**src/rtl/parity_frame_ctrl.sv**
```systemverilog
// parity_frame_ctrl
//   Collects FRAME_LEN nibbles of a frame and produces the frame's even-parity
//   bit, which is the XOR of every accepted data bit. The result is held until
//   the consumer acknowledges it.
//
//   Handshakes:
//     nib_valid/nib_ready : a nibble is transferred on a rising edge where both
//                           are 1. nib_ready depends only on state, never on
//                           nib_valid. The source may hold nib_valid low for
//                           any number of cycles; there is no timeout.
//     par_valid/par_ack   : the result is transferred on a rising edge where
//                           both are 1. par_valid and par_out stay stable until
//                           that edge.
//
//   Ports:
//     clk        single clock; all state changes on the rising edge
//     rst_n      asynchronous, active-low reset
//     start      opens a new frame; sampled only in IDLE
//     abort      cancels the frame or the pending result; no result is made
//     nib_valid  nib_data is valid
//     nib_data   data nibble
//     nib_ready  block accepts a nibble this cycle (ACCUM only)
//     par_valid  frame parity result is available
//     par_out    even-parity bit of the frame
//     par_ack    consumer takes the result
//     busy       high in ACCUM or DONE
//
//   Optional feature, macro PARITY_CHECK_EN:
//     exp_par    expected frame parity, sampled with the last nibble
//     par_err    final parity differs from exp_par; held through DONE
//
//   The FSM state is kept in the signal 'state' for observation.
module parity_frame_ctrl #(
  parameter int FRAME_LEN = 8
) (
  input  logic       clk,
  input  logic       rst_n,
  input  logic       start,
  input  logic       abort,
  input  logic       nib_valid,
  input  logic [3:0] nib_data,
  output logic       nib_ready,
  output logic       par_valid,
  output logic       par_out,
  input  logic       par_ack,
  output logic       busy
`ifdef PARITY_CHECK_EN
  ,
  input  logic       exp_par,
  output logic       par_err
`endif
);

  // Wide enough to hold FRAME_LEN itself, so the counter never wraps.
  localparam int CW = $clog2(FRAME_LEN + 1);
  localparam logic [CW-1:0] LAST_IDX = CW'(FRAME_LEN - 1);

  localparam logic [1:0] IDLE  = 2'd0;
  localparam logic [1:0] ACCUM = 2'd1;
  localparam logic [1:0] DONE  = 2'd2;

  logic [1:0]    state;
  logic          acc;
  logic [CW-1:0] cnt;

  logic nib_par;
  logic accept;
  logic last_nib;
  logic final_par;

  assign nib_ready = (state == ACCUM);
  assign busy      = (state != IDLE);
  assign nib_par   = ^nib_data;
  assign accept    = nib_valid && nib_ready;
  assign last_nib  = (cnt == LAST_IDX);
  // Parity including the nibble being accepted this cycle.
  assign final_par = acc ^ nib_par;

  always_ff @(posedge clk or negedge rst_n) begin
    if (!rst_n) begin
      state     <= IDLE;
      acc       <= 1'b0;
      cnt       <= '0;
      par_out   <= 1'b0;
      par_valid <= 1'b0;
    end else begin
      case (state)
        IDLE: begin
          // abort wins over start.
          if (start && !abort) begin
            acc   <= 1'b0;
            cnt   <= '0;
            state <= ACCUM;
          end
        end
        ACCUM: begin
          if (abort) begin
            // A nibble handshaked in the same cycle is dropped with the frame.
            acc   <= 1'b0;
            cnt   <= '0;
            state <= IDLE;
          end else if (accept) begin
            acc <= final_par;
            cnt <= cnt + 1'b1;
            if (last_nib) begin
              par_out   <= final_par;
              par_valid <= 1'b1;
              state     <= DONE;
            end
          end
        end
        DONE: begin
          // abort leaves DONE exactly like an acknowledge.
          if (par_ack || abort) begin
            par_valid <= 1'b0;
            state     <= IDLE;
          end
        end
        default: begin
          par_valid <= 1'b0;
          state     <= IDLE;
        end
      endcase
    end
  end

`ifdef PARITY_CHECK_EN
  // Registered on the same edge as par_out; cleared on every exit from DONE.
  always_ff @(posedge clk or negedge rst_n) begin
    if (!rst_n) begin
      par_err <= 1'b0;
    end else begin
      case (state)
        ACCUM: begin
          if (abort) begin
            par_err <= 1'b0;
          end else if (accept && last_nib) begin
            par_err <= (final_par != exp_par);
          end
        end
        DONE: begin
          if (par_ack || abort) begin
            par_err <= 1'b0;
          end
        end
        default: par_err <= 1'b0;
      endcase
    end
  end
`endif

endmodule

```
**config.mk**
```make
export PLATFORM = sky130hd
export DESIGN_NAME = parity_frame_ctrl
export DESIGN_NICKNAME = d
export VERILOG_FILES = /design/src/rtl/parity_frame_ctrl.sv
export SDC_FILE = /design/constraint.sdc
export NUM_CORES = 1
export LEC_CHECK = 0
export BUFFER_PORTS_ARGS = -buffer_cell sky130_fd_sc_hd__buf_2
export CAP_MARGIN = 0
export CORE_ASPECT_RATIO = 0.9
export CORE_UTILIZATION = 35
export DETAILED_ROUTE_END_ITERATION = 12
export GPL_ROUTABILITY_DRIVEN = 0
export PLACE_DENSITY = 0.64
export SLEW_MARGIN = 10
export SYNTH_ARGS = -nofsm -noshare
export SYNTH_HDL_FRONTEND = slang
export SYNTH_SLANG_ARGS = --single-unit
```
**constraint.sdc**
```tcl
create_clock -name clk -period 3.1 [get_ports clk]
set_input_delay 0.93 -clock clk [delete_from_list [all_inputs] [get_ports clk]]
set_output_delay 0.93 -clock clk [all_outputs]
set_load 0.01 [all_outputs]
```
# Word-level counts from Yosys, hierarchy flattened
# Index checks and enable logic that the tools add are counted.
[op_classes]
reduce_logical = 12
n_eq_ne = 10
add_sub_neg = 1
muxes = 19
bitwise = 3
[ops]
columns = ["op", "n"]
rows = [
  ["2-to-1 mux 4 bit", 3],
  ["2-to-1 mux 2 bit", 5],
  ["case mux 4 bit (2 select lines)", 1],
  ["AND reduction 4 bit", 2],
  ["2-to-1 mux 1 bit", 7],
  ["!= test 2 bit (second input constant)", 3],
  ["!= test 3 x 2 -> 1 bit (second input constant)", 2],
  ["case mux 2 bit (3 select lines)", 1],
  ["AND reduction 5 bit", 1],
  ["adder 4 x 1 -> 4 bit (second input constant)", 1],
  ["== test 4 x 3 -> 1 bit (second input constant)", 1],
  ["!= test 2 x 1 -> 1 bit (second input constant)", 2],
  ["nonzero test 2 bit", 2],
  ["XOR reduction 4 bit", 1],
  ["case mux 1 bit (3 select lines)", 1],
  ["AND reduction 3 bit", 1],
  ["== test 2 x 1 -> 1 bit (second input constant)", 1],
  ["== test 2 bit (second input constant)", 1],
  ["logical AND 1 bit", 2],
  ["zero test 2 bit", 1],
  ["inverter 1 bit", 2],
  ["case mux 1 bit (2 select lines)", 1],
  ["zero test 1 bit", 1],
  ["logical OR 1 bit", 1],
  ["XOR 1 bit", 1],
]
[word_totals]
output_inout_bits = 4
ff_bits = 9

# Longest topological paths before layout
# Gate-level depths: netlist of run 1.
[logic_depth]
word_depth = 5
ltp_mapped = 5
ltp_nobuf = 4

# Worst setup path before layout of run 1
# OpenSTA, ideal clock, no wires.
[synth_path]
kind = "input-to-reg"
startpoint = "input port abort"
endpoint = "register cnt[2]"
arrival_ps = 1681
slack_ps = 1296
setup_ps = 123
cell_stages = 4
path_cell_list = "or3b_4 > a21o_1 > o21ai_1 > o21ai_1"
[synth_via]
elab_chain_len = 4
elab_cells_between_ends = 7
[synth_rtl]
columns = ["element", "line_no", "rtl"]
rows = [
  ["start: declaration", "39", "input logic abort,"],
  ["zero test 1 bit", "90", "if (start && !abort) begin"],
  ["logical AND 1 bit", "90", ""],
  ["!= test 2 bit (no source line)", "--", ""],
  ["AND reduction 3 bit (no source line)", "--", ""],
  ["end signal: assignment", "104", "cnt <= cnt + 1'b1;"],
  ["end: declaration", "64", "logic [CW-1:0] cnt;"],
]
# Several ways; a longest one is shown, not always the timed one.
# A chain may end at the register's enable or synchronous reset.

# Worst setup path in the final report of run 1
[layout_path]
startpoint = "register state[1]"
endpoint = "output port busy"
[layout_via]
elab_chain_len = 1
[layout_rtl]
columns = ["element", "line_no", "rtl"]
rows = [
  ["start: declaration", "62", "logic [1:0] state;"],
  ["start signal: assignment", "81", "state <= IDLE;"],
  ["start signal: assignment", "93", "state <= ACCUM;"],
  ["start signal: assignment", "101", "state <= IDLE;"],
  ["nonzero test 2 bit", "72", "assign busy = (state != IDLE);"],
  ["end: declaration", "46", "output logic busy"],
]
# No other way between the ends.

==> flow_summary_export.csv, run 1 <==
group,metric,value,unit
critical_path,crit_path_max_incr_delay,490,ps
floorplanning,dieWidth,42.2,um
logic_synthesis,yosys-top-cells-area,"dfrtp_1, xnor2_1, nand2_1",
drt,antenna_left,0,
run,maxCapViolations,0,
place,placedCellCount,80,
logic_synthesis,synth.most_common_cell,"dfrtp_1",
place,portBuffers,13,
place,detailed_place_hpwl,740,um
sta,rsz0062_at_grt,"false",
logic_synthesis,ys_types,24,
logic_synthesis,syn_area,509,um2
drt,wl_per_cell,11.2,um
critical_path,r2r-start,"state[0]",
status,status,"finished clean",
sta,setup_viol,0,
power_and_ir_drop,cellLeakagePower,0.000283,uW
drt,firstDrtPassIters,4,
floorplanning,fp.dieH,38.2,um
floorplanning,die-area,1610,um2
power_and_ir_drop,ir_drop,0.219,mV
finish,synthToLayoutAreaGrowth,20.4,%
finish,nets,82,
clocking,clkTransAtPathRegs,60,ps
clocking,cts_tree,"yes",
logic_synthesis,synth-edff-count,0,
sta,min_period_over_period,69.3,%
sta,tns,0,ps
clocking,clock_latency,260,ps
logic_synthesis,synthTopCellsByCount,"dfrtp_1, nand2_1, nand3_1, nor2_1, xnor2_1",
critical_path,cp_num_cells,2,
sta,slew_violations,0,
clocking,clock_sinks,9,
critical_path,worstPathCellList,"or2_2 > buf_2",
drt,num_vias,428,
clocking,post_cts_buffers,0,
drt,routed_wl,937,um
critical_path,reg2reg_slack,1630,ps
critical_path,endpoint_kind,"output port",
logic_synthesis,synth_fp_nets,65,
logic_synthesis,synth_top_area_share,44.2,%
critical_path,arrival,1220,ps
drt,drt_first_iter_violations,8,
floorplanning,core,1290,um2
logic_synthesis,synth-seq-cells,9,
critical_path,critical_path.top_delay_family,"flip-flops",
finish,num_antenna_cells,0,
drt,drc,0,
clocking,cts_hold_buf,0,
critical_path,reg2reg_to,"cnt[2]",
critical_path,critPathLaunchType,"flop",
finish,drive_gt1_share,28.6,%
clocking,ctsResizeCount,0,
critical_path,path_max_fanout,9,
grt,grt_pass1_wl,1590,um
min_path,holdCritPathClass,"reg -> reg",
sta,final-hold-violation-count,0,
clocking,cts_buffers,3,
logic_synthesis,synth.avg_cell_area,9.43,um2
critical_path,startpoint,"state[1]",
sta,clock_skew,2.03,ps
grt,grt_max_degree,10,
critical_path,cp_slowest_cell,"dfrtp_1",
power_and_ir_drop,cellPowerDensity,417,nW/um2
floorplanning,start_util,39.4,%
floorplanning,ios,14,
critical_path,path_buf_inv,1,
sta,hold_ws,488,ps
logic_synthesis,yosys.area.top_type,"dfrtp_1",
finish,fin_util,47.5,%
grt,track_usage,14.1,%
grt,antenna_found_initial,0,
sta,period_needed,2150,ps
logic_synthesis,synth_ff_type,"dfrtp_1",
logic_synthesis,async_reset_ff_share,100,%
critical_path,cp.required,2170,ps
critical_path,reg2reg_depth,4,
grt,grt_pass1_vias,366,
logic_synthesis,synth_warnings,0,
drt,viasPerCell,5.10,
clocking,cts_root_buffer,"clkbuf_4",
sta,worst-slew-pin-transition,328,ps
logic_synthesis,syn_inst,54,
clocking,ctsLongestPathBuffers,2,
sta,fmax,466,MHz
critical_path,endpoint,"busy",
finish,layout.cells.non_filler,84,
critical_path,path_class,"reg -> out",
floorplanning,rows,12,
clocking,h-tree-depth,1,
logic_synthesis,ys_seq_area_share,44.2,%
sta,relSlewSlack,78.1,%
grt,grt-ovfl-total,0,
==> area by class of cell <==
type | instances | area, um2
Multi-Input combinational cell | 44 | 279
Timing Repair Buffer | 13 | 65.1
Clock buffer | 4 | 26.3
Tap cell | 14 | 17.5
Sequential cell | 9 | 225
Fill cell | 128 | 678
==> tightest hold or removal path: cells and delay by family (launching register included) <==
family	cells	cell delay [ps]
flip-flops	1	350
AO/OA/AOI/OAI	1	60
AND/OR/NAND/NOR	1	50
==> power by group <==
part / internal, uW / leakage, uW / switching, uW
combinational: 18.7 / 0.000151 / 19.7
sequential: 122 / 0.000118 / 5.66
clock: 49.5 / 0.0000150 / 39.8
==> cells in the final DEF, fill, tap and decap left out, types with 2 or more instances in the layout <==
| cell type | count |
|---|---|
| buf_2 | 13 |
| dfrtp_1 | 9 |
| nand2_1 | 7 |
| xnor2_1 | 4 |
| nor2_1 | 4 |
| nand3_1 | 4 |
| nor2b_1 | 3 |
| o21ai_0 | 3 |
| o21ai_1 | 3 |
| clkbuf_4 | 3 |
| nand2b_1 | 2 |
==> cell families after synthesis <==
kind of cell    count (synthesis)  share of synthesized area [%]
simple gates                   28                           31.0
compound gates                  9                           10.8
flops                           9                           44.2
xor+xnor                        5                           8.60
buf+inv                         1                          0.982
mux                             1                           1.97
fa+ha+maj                       1                           2.46
==> metal layers <==
metal	part of all wire [%]	vias up	track usage [%]	wire length (um)
li1	-	223	-	-
met1	49	189	17.5	459
met2	42	14	21.2	391
met3	8.0	2	6.13	75
met4	1.2	0	7.03	11
met5	0	-	0	0
==> stage by stage <==
step | power, uW | setup slack (ps) | cell area, um2
floorplan | 154 | 1300 | 509
global placement | 169 | 1080 | 587
detailed placement | 169 | 1050 | 587
CTS | 262 | 949 | 613
global route | 274 | 892 | 613
finish | 256 | 952 | 613
==> worst min path at each step <==
stage,slack [ps],start,depth (start not counted),endpoint
after floorplan,480,cnt[1],2,cnt[1]
after global placement,460,par_out,2,par_out
after detailed placement,470,par_out,2,par_out
after CTS,490,par_out,2,par_out
after global routing,520,rst_n,1,par_out
final,490,par_out,2,par_out
==> registers in the layout (all words and copies together) (netlist names) <==
signal and count:
par_valid 1, cnt 4, par_out 1, state 2, acc 1
(Power assumes the default switching activity.)
==> run 2, diff against run 1 <==
ABC_AREA = 1   (was default)
PLACE_DENSITY = 0.63   (was 0.64)
clock period = 2 ns   (was 3.1 ns; I/O delays follow)
==> run 2 against run 1 <==
Against the previous run:
- critical path depth increased by 1
- highest routed layer is now met3
- total power increased by 140%
- sequential share of layout area down 5.3 points
==> flow_summary_export.csv, run 2 <==
group,metric,value,unit
critical_path,path_class,"reg -> out",
clocking,cts_root_buffer,"clkbuf_4",
logic_synthesis,synthTopCellsByCount,"nand2_1, inv_1, dfrtp_1, nand3_1, nor2_1",
floorplanning,rows,13,
critical_path,cp.required,1400,ps
logic_synthesis,synth_warnings,0,
finish,drive_gt1_share,27.0,%
power_and_ir_drop,p_int,378,uW
sta,setup_viol,0,
grt,grt_max_degree,10,
logic_synthesis,synth.most_common_cell,"nand2_1",
sta,clock_skew,8.94,ps
critical_path,critPathLaunchType,"flop",
power_and_ir_drop,clkPwrFrac,22.1,%
logic_synthesis,ys_seq_area_share,37.7,%
critical_path,reg2reg_depth,7,
grt,grt-ovfl-total,0,
grt,grt_pass1_vias,452,
finish,synthToLayoutAreaGrowth,19.9,%
finish,num_antenna_cells,0,
grt,track_usage,15.2,%
sta,final-hold-violation-count,0,
place,detailed_place_hpwl,976,um
critical_path,arrival,1130,ps
floorplanning,start_util,39.5,%
critical_path,path_max_fanout,4,
clocking,ctsLongestPathBuffers,2,
power_and_ir_drop,cellPowerDensity,869,nW/um2
drt,wl_per_cell,9.76,um
power_and_ir_drop,switchingPower,245,uW
clocking,cts_buffers,3,
sta,fmax,577,MHz
logic_synthesis,async_reset_ff_share,100,%
finish,fin_util,47.4,%
clocking,cts_tree,"yes",
power_and_ir_drop,power_frac_comb,39.3,%
grt,antenna_found_initial,0,
place,portBuffers,13,
power_and_ir_drop,power,623,uW
logic_synthesis,ys_types,19,
grt,grt_pass1_wl,1940,um
floorplanning,die-area,1880,um2
power_and_ir_drop,p_sw_share,39.3,%
floorplanning,fp.dieH,41.2,um
clocking,clock_latency,260,ps
clocking,clkTransAtPathRegs,60,ps
drt,viasPerCell,4.45,
floorplanning,core,1510,um2
status,status,"finished clean",
logic_synthesis,syn_inst,83,
power_and_ir_drop,pwr-share-seq,38.6,%
logic_synthesis,synth_top_area_share,37.7,%
sta,tns,0,ps
sta,worst-slew-pin-transition,224,ps
run,maxCapViolations,0,
finish,largest_register,"cnt",
logic_synthesis,synth_fp_nets,94,
logic_synthesis,yosys.area.top_type,"dfrtp_1",
drt,num_vias,543,
place,placedCellCount,118,
sta,period_needed,1730,ps
finish,final_common_cell,"nand2_1",
drt,antenna_left,0,
sta,min_period_over_period,86.6,%
min_path,holdCritPathClass,"in -> async",
sta,slew_violations,0,
logic_synthesis,synth-edff-count,0,
logic_synthesis,syn_area,598,um2
sta,relSlewSlack,85.0,%
power_and_ir_drop,ir_drop,0.535,mV
finish,nets,112,
logic_synthesis,synth_ff_type,"dfrtp_1",
finish,largest_reg_flops,4,
drt,firstDrtPassIters,4,
floorplanning,ios,14,
logic_synthesis,synth-seq-cells,9,
critical_path,endpoint_kind,"output port",
drt,drt_first_iter_violations,24,
drt,drc,0,
clocking,ctsResizeCount,0,
sta,hold_ws,176,ps
power_and_ir_drop,cellLeakagePower,0.000428,uW
finish,layout.cells.non_filler,122,
clocking,clock_sinks,9,
logic_synthesis,yosys-top-cells-area,"dfrtp_1, nand2_1, nand3_1",
finish,most-common-layout-cells,"nand2_1, buf_2, inv_1",
sta,rsz0062_at_grt,"false",
floorplanning,dieWidth,45.6,um
clocking,cts_hold_buf,0,
clocking,post_cts_buffers,0,
drt,routed_wl,1190,um
logic_synthesis,synth.avg_cell_area,7.21,um2
finish,top_regs,"cnt x4, state x2",
clocking,h-tree-depth,1,
-- run 2: changes by cell type in the layout (fill, tap and decap cells not counted), sizes merged, moves of 2 or more --
cell / delta
nor2b: -3
nand3: +4
xnor2: -4
o21ai: -4
nor2: +4
nand4: +2
nand2b: -2
nand2: +24
inv: +14
-- run 2: cell families after synthesis --
family,Yosys count,share of synthesized area (%)
adders and majority gates,1,2.09
and+or+nand+nor,51,41.2
AOI/OAI and AO/OA,4,3.56
muxes,1,1.67
xor gates and xnor gates,1,1.46
buffers and inverters,16,12.3
DFF,9,37.7
-- run 2: area by class of cell --
type                       count  area, um2
tap                           22       27.5
clock buffer                   4       26.3
multi-input combinational     58        299
sequential                     9        225
inverter                      16       73.8
timing repair buffer          13       65.1
fill                         166        796
-- run 2: power groups by stage --
stage	combinational, uW	clock [uW]	sequential [uW]
2_1_floorplan	183	0	236
3_3_place_gp	245	0	242
3_5_place_dp	246	0	243
4_1_cts	248	144	240
5_1_grt	280	153	244
6_report	245	138	241
-- run 2: layer usage --
layer | GRT usage, % | vias up | wire length [um]
li1 | - | 292 | -
met1 | 20.5 | 237 | 602
met2 | 22.5 | 14 | 505
met3 | 6.61 | 0 | 83
met4 | 2.27 | 0 | 0
met5 | 0 | - | 0
-- run 2: per-stage QoR --
step	cell area, um2	setup slack [ps]
6_report	717	268
2_1_floorplan	598	693
3_5_place_dp	691	537
4_1_cts	717	253
3_3_place_gp	691	505
5_1_grt	717	192
-- run 2: critical path, cell delays in order, from the launching register on --
cell and delay, ps:
dfrtp_1 420, nor2_1 230, inv_1 80, buf_2 140
-- run 2: worst paths after layout --
check / endpoint / slack, ps / from
max: busy / 270 / state[1]
min: cnt[3] / 180 / rst_n
max reg2reg: par_out / 730 / cnt[0]
min reg2reg: par_out / 480 / par_out
max in group asynchronous: state[1] / 1640 / rst_n
min in group clk: par_out / 480 / par_out
==> run 3, diff against run 2 <==
BUFFER_PORTS_ARGS = default   (was -buffer_cell sky130_fd_sc_hd__buf_2)
CORE_ASPECT_RATIO = default   (was 0.9)
CORE_UTILIZATION = 44   (was 35)
DONT_BUFFER_PORTS = 1   (was default)
PLACE_DENSITY = 0.66   (was 0.63)
clock period = 1.9 ns   (was 2 ns; I/O delays follow)
==> run 3 against run 2 <==
Against the previous run:
- routed wire length fell by 19%
- flip-flop and latch count did not move
- via count fell by 10%
- first-iteration DRC count fell by 79%
- non-clock buffer count fell by 12
- global-route usage rose by 2.7 points
- die area fell by 20%
- clock skew fell by 7.4 ps
- clock-buffer cell count did not move
- cell count fell by 16%
- highest routed layer is now met4
==> flow_summary_export.csv, run 3 (synthesis gave the netlist of run 2 again) <==
group,metric,value,unit
critical_path,reg2reg_slack,710,ps
min_path,hold_end,"cnt[2]",
grt,grt_pass1_vias,494,
floorplanning,rows,12,
floorplanning,fp.dieH,38.9,um
grt,grt-ovfl-total,0,
sta,period_needed,1590,ps
power_and_ir_drop,cellLeakagePower,0.000378,uW
finish,synthToLayoutAreaGrowth,9.00,%
sta,tns,0,ps
clocking,clkTransAtPathRegs,60,ps
power_and_ir_drop,switchingPower,241,uW
place,place_area,616,um2
power_and_ir_drop,pwr-share-seq,40.5,%
critical_path,r2r-start,"cnt[0]",
clocking,clock_latency,250,ps
clocking,cts_hold_buf,1,
run,maxCapViolations,0,
power_and_ir_drop,p_sw_share,38.9,%
grt,antenna_found_initial,0,
place,portBuffers,0,
finish,top_regs,"cnt x4, state x2",
finish,drive_gt1_share,15.9,%
critical_path,path_max_fanout,4,
drt,routed-wl-met2,443,um
power_and_ir_drop,power_frac_comb,36.9,%
clocking,post_cts_buffers,0,
floorplanning,start_util,50.4,%
clocking,cts_buffers,3,
clocking,ctsLongestPathBuffers,2,
sta,setup_viol,0,
power_and_ir_drop,cellPowerDensity,949,nW/um2
min_path,whs_path_depth,3,
finish,finalInstanceArea,652,um2
drt,num_vias,487,
grt,grt_pass1_wl,1810,um
sta,slew_violations,0,
sta,final-hold-violation-count,0,
min_path,hold_start,"abort",
clocking,cts_tree,"yes",
grt,track_usage,17.9,%
clocking,ctsResizeCount,0,
finish,largest_reg_flops,4,
critical_path,arrival,1020,ps
sta,relSlewSlack,73.1,%
drt,routed_wl,964,um
drt,viasPerCell,4.77,
finish,final_common_cell,"nand2_1",
drt,drc,0,
sta,rsz0062_at_grt,"false",
sta,worst-slew-pin-transition,402,ps
drt,firstDrtPassIters,2,
clocking,h-tree-depth,1,
power_and_ir_drop,p_int,378,uW
finish,fin_util,55.0,%
sta,fmax,630,MHz
sta,min_period_over_period,83.6,%
grt,grt_max_degree,10,
drt,drt_first_iter_violations,5,
critical_path,reg2reg_to,"cnt[2]",
drt,wl_per_cell,9.45,um
drt,met1Wirelength,439,um
clocking,clock_sinks,9,
power_and_ir_drop,power,619,uW
place,detailed_place_hpwl,817,um
power_and_ir_drop,ir_drop,0.499,mV
floorplanning,core,1190,um2
finish,largest_register,"cnt",
critical_path,reg2reg_depth,6,
finish,num_antenna_cells,0,
finish,most-common-layout-cells,"nand2_1, inv_1, dfrtp_1",
floorplanning,die-area,1510,um2
critical_path,endpoint_kind,"output port",
critical_path,critPathLaunchType,"flop",
clocking,cts_root_buffer,"clkbuf_4",
finish,nets,100,
sta,clock_skew,1.51,ps
status,status,"finished clean",
critical_path,path_class,"reg -> out",
drt,met3_wirelength,70,um
min_path,holdCritPathClass,"in -> reg",
drt,routed.top_layer,"met4",
power_and_ir_drop,clkPwrFrac,22.6,%
drt,antenna_left,0,
floorplanning,dieWidth,38.9,um
critical_path,cp.required,1330,ps
floorplanning,ios,14,
[run 3: critical path, stage by stage (launching register included)]
cell     delay [ps]
dfrtp_1         430
nor2_1          210
inv_1           130
[run 3: routing by layer]
metal | up-vias | track usage (%)
met2 | 12 | 27.1
li1 | 269 | -
met5 | - | 0
met1 | 204 | 22.7
met3 | 2 | 2.89
met4 | 0 | 12.9
[run 3: worst max path at each step]
stage / start / endpoint / slack, ps
CTS: state[1] / busy / 300
global route: state[1] / busy / 240
finish: state[1] / busy / 310
floorplan: state[1] / busy / 620
detailed placement: state[1] / busy / 580
global placement: abort / cnt[3] / 590
[run 3: layout make-up]
cell class	count	area, um2
clock buffers	4	26.3
flip-flops and latches	9	225
repair buffers	1	10.0
multi-input cells	58	299
fillers	119	534
inverters	16	73.8
well taps	14	17.5
[run 3: through the flow]
step,hold slack [ps],std cells,worst slack [ps]
floorplan,274,83,623
global placement,275,97,595
detailed placement,275,97,584
CTS,485,102,302
global route,494,102,236
finish,490,102,312
[run 3: power groups by stage]
stage / clock network [uW] / logic [uW] / registers [uW]
after floorplan: 0 / 193 / 249
after CTS: 150 / 232 / 250
after global placement: 0 / 222 / 254
after detailed placement: 0 / 225 / 253
final: 140 / 228 / 251
after global routing: 158 / 262 / 256
